==> src/rtl/axis_gen_sequencer_pkg.sv <==
// Shared types and constants for the axis_data_gen run controller.
// Holds the FSM state encoding, beat geometry and the packet beat-count helper.
package axis_gen_pkg;

  typedef enum logic [1:0] {
    ST_IDLE  = 2'd0,
    ST_RUN   = 2'd1,
    ST_DRAIN = 2'd2,
    ST_DONE  = 2'd3
  } state_t;

  localparam int PKT_LEN_W      = 16;
  localparam int DEF_DATA_WIDTH = 1024;
  localparam int BPB            = DEF_DATA_WIDTH / 8;

  // Beats needed to carry len bytes; 17 bits so len + bpb - 1 cannot wrap.
  function automatic logic [16:0] beat_count(input logic [PKT_LEN_W-1:0] len,
                                             input int bpb);
    logic [16:0] sum;
    sum = {1'b0, len} + 17'(bpb - 1);
    return sum / 17'(bpb);
  endfunction

endpackage

==> src/rtl/axis_gen_sequencer_if.sv <==
// Config, generator-control, AXIS monitor tap and status bundle of the sequencer.
// master = sequencer side, slave = host/generator side.
interface axis_gen_sequencer_if
  import axis_gen_pkg::*;
#(
  parameter int G_CNT_WIDTH = 32
);
  logic                   cfg_start;
  logic                   cfg_stop;
  logic [PKT_LEN_W-1:0]   cfg_pkt_length;
  logic [G_CNT_WIDTH-1:0] cfg_period;
  logic [G_CNT_WIDTH-1:0] cfg_pkt_count;

  logic                   gen_enable;
  logic [PKT_LEN_W-1:0]   gen_pkt_length;
  logic [G_CNT_WIDTH-1:0] gen_period;

  logic                   mon_tvalid;
  logic                   mon_tready;
  logic                   mon_tlast;

  logic                   busy;
  logic                   done;
  logic                   err_cfg;
  logic [G_CNT_WIDTH-1:0] pkts_sent;

  modport master (
    input  cfg_start, cfg_stop, cfg_pkt_length, cfg_period, cfg_pkt_count,
    input  mon_tvalid, mon_tready, mon_tlast,
    output gen_enable, gen_pkt_length, gen_period,
    output busy, done, err_cfg, pkts_sent
  );

  modport slave (
    output cfg_start, cfg_stop, cfg_pkt_length, cfg_period, cfg_pkt_count,
    output mon_tvalid, mon_tready, mon_tlast,
    input  gen_enable, gen_pkt_length, gen_period,
    input  busy, done, err_cfg, pkts_sent
  );

endinterface

==> src/rtl/axis_gen_sequencer.sv <==
// Run controller for axis_data_gen: validates and latches a run config, enables the
// generator, counts completed packets on the TX tap and stops on a packet boundary.
module axis_gen_sequencer
  import axis_gen_pkg::*;
#(
  parameter int G_AXIS_DATA_WIDTH = DEF_DATA_WIDTH,
  parameter int G_CNT_WIDTH       = 32
) (
  input  logic                 axis_streaming_data_clk,
  input  logic                 axis_streaming_arst,
  axis_gen_sequencer_if.master bus
);

  localparam int BEAT_BYTES = G_AXIS_DATA_WIDTH / 8;

  state_t                 state, state_nxt;
  logic                   in_pkt;
  logic [G_CNT_WIDTH-1:0] target_q;
  logic [G_CNT_WIDTH-1:0] pkts_sent_q;
  logic [PKT_LEN_W-1:0]   pkt_length_q;
  logic [G_CNT_WIDTH-1:0] period_q;
  logic                   gen_enable_q, busy_q, done_q, err_q;

  logic        eop, beat_mid;
  logic [16:0] beats;
  logic        cfg_bad, start_ok, start_bad, last_eop, drained;

  assign eop      = bus.mon_tvalid & bus.mon_tready & bus.mon_tlast;
  assign beat_mid = bus.mon_tvalid & bus.mon_tready & ~bus.mon_tlast;

  // A packet must fit strictly inside its period so the generator always has an
  // idle cycle between packets, which is what makes a one-cycle-late disable safe.
  assign beats     = beat_count(bus.cfg_pkt_length, BEAT_BYTES);
  assign cfg_bad   = (bus.cfg_pkt_length == '0) || (bus.cfg_period == '0) ||
                     (G_CNT_WIDTH'(beats) >= bus.cfg_period);
  assign start_ok  = (state == ST_IDLE) & bus.cfg_start & ~cfg_bad;
  assign start_bad = (state == ST_IDLE) & bus.cfg_start & cfg_bad;

  assign last_eop = eop && (target_q != '0) &&
                    (({1'b0, pkts_sent_q} + {{G_CNT_WIDTH{1'b0}}, 1'b1}) == {1'b0, target_q});
  assign drained  = ~in_pkt & ~bus.mon_tvalid;

  always_ff @(posedge axis_streaming_data_clk or posedge axis_streaming_arst) begin
    if (axis_streaming_arst) state <= ST_IDLE;
    else                     state <= state_nxt;
  end

  always_comb begin
    state_nxt = state;
    case (state)
      ST_IDLE:  if (start_ok)                   state_nxt = ST_RUN;
      ST_RUN:   if (last_eop || bus.cfg_stop)   state_nxt = ST_DRAIN;
      ST_DRAIN: if (drained)                    state_nxt = ST_DONE;
      ST_DONE:                                  state_nxt = ST_IDLE;
      default:                                  state_nxt = ST_IDLE;
    endcase
  end

  always_ff @(posedge axis_streaming_data_clk or posedge axis_streaming_arst) begin
    if (axis_streaming_arst) begin
      in_pkt <= 1'b0;
    end else if (eop) begin
      in_pkt <= 1'b0;
    end else if (beat_mid) begin
      in_pkt <= 1'b1;
    end
  end

  // Config and count hold through IDLE so software can read the last run's result.
  always_ff @(posedge axis_streaming_data_clk or posedge axis_streaming_arst) begin
    if (axis_streaming_arst) begin
      pkt_length_q <= '0;
      period_q     <= '0;
      target_q     <= '0;
      pkts_sent_q  <= '0;
    end else if (start_ok) begin
      pkt_length_q <= bus.cfg_pkt_length;
      period_q     <= bus.cfg_period;
      target_q     <= bus.cfg_pkt_count;
      pkts_sent_q  <= '0;
    end else if ((state == ST_RUN || state == ST_DRAIN) && eop && (pkts_sent_q != '1)) begin
      pkts_sent_q  <= pkts_sent_q + 1'b1;
    end
  end

  // Status and enable are registered off the state register, one cycle behind it.
  always_ff @(posedge axis_streaming_data_clk or posedge axis_streaming_arst) begin
    if (axis_streaming_arst) begin
      gen_enable_q <= 1'b0;
      busy_q       <= 1'b0;
      done_q       <= 1'b0;
      err_q        <= 1'b0;
    end else begin
      gen_enable_q <= (state == ST_RUN);
      busy_q       <= (state != ST_IDLE);
      done_q       <= (state == ST_DONE);
      err_q        <= start_bad;
    end
  end

  assign bus.gen_enable     = gen_enable_q;
  assign bus.gen_pkt_length = pkt_length_q;
  assign bus.gen_period     = period_q;
  assign bus.busy           = busy_q;
  assign bus.done           = done_q;
  assign bus.err_cfg        = err_q;
  assign bus.pkts_sent      = pkts_sent_q;

endmodule

==> src/flat_wrapper.sv <==
// flat-port wrapper written by rule: the top's interface ports become plain ports
module axis_gen_sequencer_flat import axis_gen_pkg::*;
#(
  parameter int G_AXIS_DATA_WIDTH = DEF_DATA_WIDTH,
  parameter int G_CNT_WIDTH       = 32
)
  (axis_streaming_data_clk, axis_streaming_arst, bus_cfg_start, bus_cfg_stop, bus_cfg_pkt_length, bus_cfg_period, bus_cfg_pkt_count, bus_mon_tvalid, bus_mon_tready, bus_mon_tlast, bus_gen_enable, bus_gen_pkt_length, bus_gen_period, bus_busy, bus_done, bus_err_cfg, bus_pkts_sent);
  axis_gen_sequencer_if #(.G_CNT_WIDTH(G_CNT_WIDTH)) bus_i ();
  input  logic axis_streaming_data_clk;
  input  logic axis_streaming_arst;
  input wire logic [$bits(bus_i.cfg_start)-1:0] bus_cfg_start;
  input wire logic [$bits(bus_i.cfg_stop)-1:0] bus_cfg_stop;
  input wire logic [$bits(bus_i.cfg_pkt_length)-1:0] bus_cfg_pkt_length;
  input wire logic [$bits(bus_i.cfg_period)-1:0] bus_cfg_period;
  input wire logic [$bits(bus_i.cfg_pkt_count)-1:0] bus_cfg_pkt_count;
  input wire logic [$bits(bus_i.mon_tvalid)-1:0] bus_mon_tvalid;
  input wire logic [$bits(bus_i.mon_tready)-1:0] bus_mon_tready;
  input wire logic [$bits(bus_i.mon_tlast)-1:0] bus_mon_tlast;
  output wire logic [$bits(bus_i.gen_enable)-1:0] bus_gen_enable;
  output wire logic [$bits(bus_i.gen_pkt_length)-1:0] bus_gen_pkt_length;
  output wire logic [$bits(bus_i.gen_period)-1:0] bus_gen_period;
  output wire logic [$bits(bus_i.busy)-1:0] bus_busy;
  output wire logic [$bits(bus_i.done)-1:0] bus_done;
  output wire logic [$bits(bus_i.err_cfg)-1:0] bus_err_cfg;
  output wire logic [$bits(bus_i.pkts_sent)-1:0] bus_pkts_sent;
  assign bus_i.cfg_start = bus_cfg_start;
  assign bus_i.cfg_stop = bus_cfg_stop;
  assign bus_i.cfg_pkt_length = bus_cfg_pkt_length;
  assign bus_i.cfg_period = bus_cfg_period;
  assign bus_i.cfg_pkt_count = bus_cfg_pkt_count;
  assign bus_i.mon_tvalid = bus_mon_tvalid;
  assign bus_i.mon_tready = bus_mon_tready;
  assign bus_i.mon_tlast = bus_mon_tlast;
  assign bus_gen_enable = bus_i.gen_enable;
  assign bus_gen_pkt_length = bus_i.gen_pkt_length;
  assign bus_gen_period = bus_i.gen_period;
  assign bus_busy = bus_i.busy;
  assign bus_done = bus_i.done;
  assign bus_err_cfg = bus_i.err_cfg;
  assign bus_pkts_sent = bus_i.pkts_sent;
  axis_gen_sequencer #(.G_AXIS_DATA_WIDTH(G_AXIS_DATA_WIDTH), .G_CNT_WIDTH(G_CNT_WIDTH)) u_core (.axis_streaming_data_clk(axis_streaming_data_clk), .axis_streaming_arst(axis_streaming_arst), .bus(bus_i));
endmodule
==> config.mk <==
export PLATFORM = sky130hd
export DESIGN_NAME = axis_gen_sequencer_flat
export DESIGN_NICKNAME = d
export VERILOG_FILES = /design/src/rtl/axis_gen_sequencer_pkg.sv /design/src/rtl/axis_gen_sequencer_if.sv /design/src/rtl/axis_gen_sequencer.sv /design/src/flat_wrapper.sv
export SDC_FILE = /design/constraint.sdc
export NUM_CORES = 1
export LEC_CHECK = 0
export BUFFER_PORTS_ARGS = -buffer_cell sky130_fd_sc_hd__buf_2
export CORE_ASPECT_RATIO = 0.5
export CORE_MARGIN = 1
export CORE_UTILIZATION = 45
export DETAILED_ROUTE_END_ITERATION = 10
export GPL_ROUTABILITY_DRIVEN = 0
export HOLD_SLACK_MARGIN = 0.08
export PLACE_DENSITY = 0.7
export SYNTH_ARGS = -nofsm -noshare
export SYNTH_HDL_FRONTEND = slang
export SYNTH_SLANG_ARGS = --single-unit
export TNS_END_PERCENT = 5
==> constraint.sdc <==
create_clock -name axis_streaming_data_clk -period 4.6 [get_ports axis_streaming_data_clk]
set_input_delay 0.46 -clock axis_streaming_data_clk [delete_from_list [all_inputs] [get_ports axis_streaming_data_clk]]
set_output_delay 0.46 -clock axis_streaming_data_clk [all_outputs]
set_load 0.1 [all_outputs]
Word-level counts from Yosys, hierarchy flattened
Index checks and enable logic that the tools add are counted.

Flip-flop bits (word level): 119. Input port bits: 87. Output and inout port bits: 84. Logic and storage cells: 57.

Add/sub/neg operators: 3. Magnitude comparators: 1. Eq/ne operators: 8. Mux-type cells: 8. Bitwise gates (word level): 11. Reduce and logical (&&, ||, !) cells: 16.

Operator list (number): $mux W32 (2); $add A32 B1 Y33 const B (1); $eq A33 B32 Y1 (1); $add A32 B1 Y32 const B (1); $ge A10 B32 Y1 (1); $logic_not A32 Y1 (1); $ne A32 B32 Y1 const B (1); $reduce_bool A32 Y1 (1); $add A16 B7 Y17 const B (1); $logic_not A16 Y1 (1); $pmux W2 S4 (1); $and A1 B1 Y1 (7); $mux W2 (3); $ne A2 B1 Y1 const B (3); $reduce_bool A2 Y1 (3); $eq A2 B2 Y1 const B (2); $logic_and A1 B1 Y1 (4); $logic_or A1 B1 Y1 (4); $not A1 Y1 (4); $reduce_and A3 Y1 (1); $eq A2 B1 Y1 const B (1); $logic_not A2 Y1 (1); $mux W1 (2).

Longest topological paths before layout
Depth after elaboration: 7. Gate-level depth with buffers: 18. Mapped depth without buffers: 17.

Worst setup path before layout
OpenSTA, ideal clock, no wires.

Kind: input port to flip-flop. Start: input port bus_cfg_pkt_length[3]. End: register u_core.period_q[30], in the netlist u_core.bus.gen_period[30]. Setup time: 125 ps. Data arrival time: 3966 ps. Required time: 4475 ps. Slack: 509 ps. Cell stages on the path: 18. Buffers on the path: 3. Cell sequence: nor4_1 -> nand2_1 -> and3_1 -> nand3_1 -> nor2_1 -> nand3_1 -> nor2_1 -> xor2_1 -> ha_1 -> a21o_1 -> a221oi_1 -> o211ai_1 -> a21oi_1 -> and3_1 -> clkbuf_1 -> buf_1 -> clkbuf_1 -> mux2_2.

Word-level cells in the longest chain between the ends: 5. Elaborated cells on any way between the ends: 7. Those cells by class: add/sub: 1; order compare: 1; bitwise: 2; reduce/logical: 3.

Ends and longest elaborated chain: start, declared (line flat_wrapper.sv:13) `input wire logic [$bits(bus_i.cfg_pkt_length)-1:0] bus_cfg_pkt_length;`; $add A16 B7 Y17 or $logic_not A16 Y1 (tied branches) (line axis_gen_sequencer_pkg.sv:20, axis_gen_sequencer.sv:34); $ge A10 B32 Y1 or $logic_or A1 B1 Y1 (tied branches) (line axis_gen_sequencer.sv:35, axis_gen_sequencer.sv:34); $logic_or A1 B1 Y1 * (line axis_gen_sequencer.sv:34) `assign cfg_bad = (bus.cfg_pkt_length == '0) || (bus.cfg_period == '0) ||`; $not A1 Y1 * (line axis_gen_sequencer.sv:36) `assign start_ok = (state == ST_IDLE) & bus.cfg_start & ~cfg_bad;`; $and A1 B1 Y1 * (line axis_gen_sequencer.sv:36); end signal, assigned (line axis_gen_sequencer.sv:78) `period_q <= bus.cfg_period;`; end, declared (line axis_gen_sequencer.sv:21) `logic [G_CNT_WIDTH-1:0] period_q;`.

Mark *: on every way between the ends. The rest lies on a longest branch, timed or not. A chain may end at the register's enable or synchronous reset.

Worst setup path after layout
Start: input port bus_cfg_pkt_length[3]. End: register u_core.target_q[0].

Word-level cells in the longest chain between the ends: 5. Elaborated cells on any way between the ends: 7. Those cells by class: add/sub: 1; order compare: 1; bitwise: 2; reduce/logical: 3.

Ends and longest elaborated chain: $add A16 B7 Y17 or $logic_not A16 Y1 (tied branches) (line axis_gen_sequencer_pkg.sv:20, axis_gen_sequencer.sv:34); $ge A10 B32 Y1 or $logic_or A1 B1 Y1 (tied branches) (line axis_gen_sequencer.sv:35, axis_gen_sequencer.sv:34); $logic_or A1 B1 Y1 * (line axis_gen_sequencer.sv:34); $not A1 Y1 * (line axis_gen_sequencer.sv:36); $and A1 B1 Y1 * (line axis_gen_sequencer.sv:36); end signal, assigned (line axis_gen_sequencer.sv:79) `target_q <= bus.cfg_pkt_count;`; end, declared (line axis_gen_sequencer.sv:18) `logic [G_CNT_WIDTH-1:0] target_q;`.

Marked as above.

==> summary.md <==
| Metric | Value |
|---|---|
| Pin count of the biggest net entering global routing | 42 |
| Finished Core Util | 0.584 |
| Grt total ovfl | 0 |
| Synth Flop Type | dfrtp_1 |
| Cts-stage hold buffer count | 0 |
| Starting Density | 0.471 |
| Fmax | 256 MHz |
| Max-slew headroom | 0.303 |
| TritonCTS clock tree | done |
| Initial antenna violation count | 0 |
| Clock skew | 14.9 ps |
| Ant. Diodes | 0 |
| Hold Crit Class | in -> async |
| CP Launch Type | primary input |
| Postcts setup bufs | 0 |
| Critical path type | in -> reg |
| Post-Route Setup TNS | 0 ps |
| Vias in the first global route | 5129 |
| Area growth syn-to-layout | 24.1% |
| Post-route ant nets | 0 |
| Fillers | 1233 |
| Largest cells by area after synthesis | dfrtp_1, mux2_2, xnor2_1 |
| Clk sink count | 119 |
| Slew @ Worst Pin | 1040 ps |
| Syn avg cell area | 10.7 um2 |
| Tcrit/Tclk final | 0.848 |
| Post-synth EDFFs | 0 |
| RSZ-0062 raised after global routing | no |
| Final HPWL DP | 12000 um |
| Cells after Synth | 610 |
| Critical Path RT | 4880 ps |
| Die height | 87.0 um |
| P per Cell Area | 768 nW/um2 |
| Area of the mapped netlist | 6500 um2 |
| Biggest area consumer among synthesized cells | dfrtp_1 |
| Cell variety after synth | 58 |
| # IOs | 171 |
| Vias per cell | 5.33 |
| Finished Layout Cells | 982 |
| Worst-Skew Late Latency | 400 ps |
| Lkg Pwr | 0.00363 uW |
| Final setup fails | 0 |
| Nets | 880 |
| Yosys warns | 0 |
| Min Tclk post-route | 3900 ps |
| Max cap viols | 0 |
| Async S/R FF share, synth | 1.00 |
| Most common cell in the netlist | dfrtp_1 |
| Rows | 30 |
| CP max FO | 38 |
| DR iter-0 viols | 277 |
| Die Area | 15000 um2 |
| Core area | 13800 um2 |
| Synth Register Bits | 119 |
| Sequential cell area | 2980 um2 |
| Total global-route track usage | 0.225 |
| WL/cell | 16.4 um |
| Seq/Total Area, Yosys | 0.458 |
| Post-Route WL | 16100 um |
| Clock transition at the registers of the reported paths | 60 ps |
| 1st-pass router iterations | 5 |
| Input/output buffers | 170 |
| Status | completed |
| Top cells by count, synth | dfrtp_1, mux2_2, nor2_1 |
| Final Max Tran Viols | 0 |
| Placed Instances | 950 |
| CP Capture Type | register |
| Final Hold Viols | 0 |
| Vias | 5236 |
| Root Buffer | clkbuf_16 |
| Synth top area share | 0.458 |
| Layout cells sized above 1 | 0.381 |
| Post-synthesis net count | 713 |
| VDD IR-drop max | 0.000742 V |
| Arr. time, crit path | 4180 ps |
| Htree depth | 4 |
| Post_cts resized | 0 |
| Max clock buf depth | 2 |
| First-pass GRT wire length | 26000 um |
| Multi-input combinational cell area | 3290 um2 |
| TritonCTS Buffers | 17 |
| Drt drc | 0 |
| Die width | 172 um |
==> layer usage <==
metal	GRT usage	vias up	share of wire
li1	-	2506	-
met1	0.300	2566	0.45
met2	0.363	152	0.47
met3	0.0613	12	0.062
met4	0.0587	0	0.0092
met5	0	-	0
==> layout make-up <==
type,instances,share of cell area
multi-input cells,443,0.408
flip-flops and latches,119,0.369
repair buffers,177,0.117
clock buffers,17,0.0527
well taps,192,0.0298
clock inverters,15,0.0146
inverters,19,0.00915
==> cell usage in the layout, fill, tap and decap left out, drive strengths merged, types with 12 or more instances in the layout <==
cell	Yosys	routed
mux2	82	82
or3	13	13
nand4	12	12
xor2	30	30
nand2	43	43
clkbuf	14	17
nor2	51	51
nor3	13	13
buf	15	177
dfrtp	119	119
a21oi	17	17
nand3	21	21
inv	19	27
nor4	25	25
ha	16	16
o21ai	15	15
xnor2	44	44
==> power by group <==
part / total (uW) / internal [uW] / switching [uW]
Combinational: 3190 / 813 / 2380
Clock: 1220 / 701 / 519
Sequential: 1780 / 1450 / 338
==> kinds of logic after synthesis <==
family	count (synthesis)	share of synthesized area
XOR/XNOR	74	0.0997
AND/OR/NAND/NOR	215	0.176
multiplexers	85	0.147
adder cells (fa/ha/maj)	17	0.0323
AO/OA/AOI/OAI	52	0.0504
buffers and inverters	48	0.0364
flip-flops	119	0.458
==> critical path, cell delays in order <==
cell	delay, ps
buf_2	100
nor4_1	340
nand2_1	180
and3_1	250
nand3_1	130
nor2_1	90
nand3_1	120
nor2_1	70
xor2_1	140
ha_1	290
a21o_1	160
a221oi_1	340
o211ai_1	140
a21oi_1	300
and3_4	410
buf_12	250
mux2_2	360
==> stage by stage <==
stage | setup WS, ps | cell area (um2) | hold WS, ps | power, uW
after floorplan | 509 | 6500 | 443 | 4370
after global placement | 521 | 7520 | 461 | 4930
after detailed placement | 328 | 7520 | 489 | 4990
after CTS | 741 | 8070 | 103 | 6240
after global routing | 484 | 8070 | 125 | 6470
final | 698 | 8070 | 86.7 | 6190
==> registers in the layout, indices dropped and copies added, names as in the netlist <==
register	cells
u_core.bus.gen_enable	1
u_core.bus.gen_period	32
u_core.bus.gen_pkt_length	16
u_core.target_q	32
u_core.in_pkt	1
u_core.bus.err_cfg	1
u_core.bus.pkts_sent	32
u_core.bus.done	1
u_core.bus.busy	1
u_core.state	2
==> final timing paths <==
check | cells after the start | to | from | slack [ps]
max | 17 | u_core.target_q[0] | bus_cfg_pkt_length[3] | 700
min | 2 | u_core.bus.gen_period[26] | axis_streaming_arst | 90
max reg2reg | 9 | u_core.state[1] | u_core.bus.pkts_sent[0] | 940
min reg2reg | 2 | u_core.in_pkt | u_core.in_pkt | 500
max in group asynchronous | 3 | u_core.bus.gen_pkt_length[10] | axis_streaming_arst | 3590
min in group axis_streaming_data_clk | 2 | u_core.in_pkt | bus_mon_tlast | 270
Power figures use the tool's default switching activity.
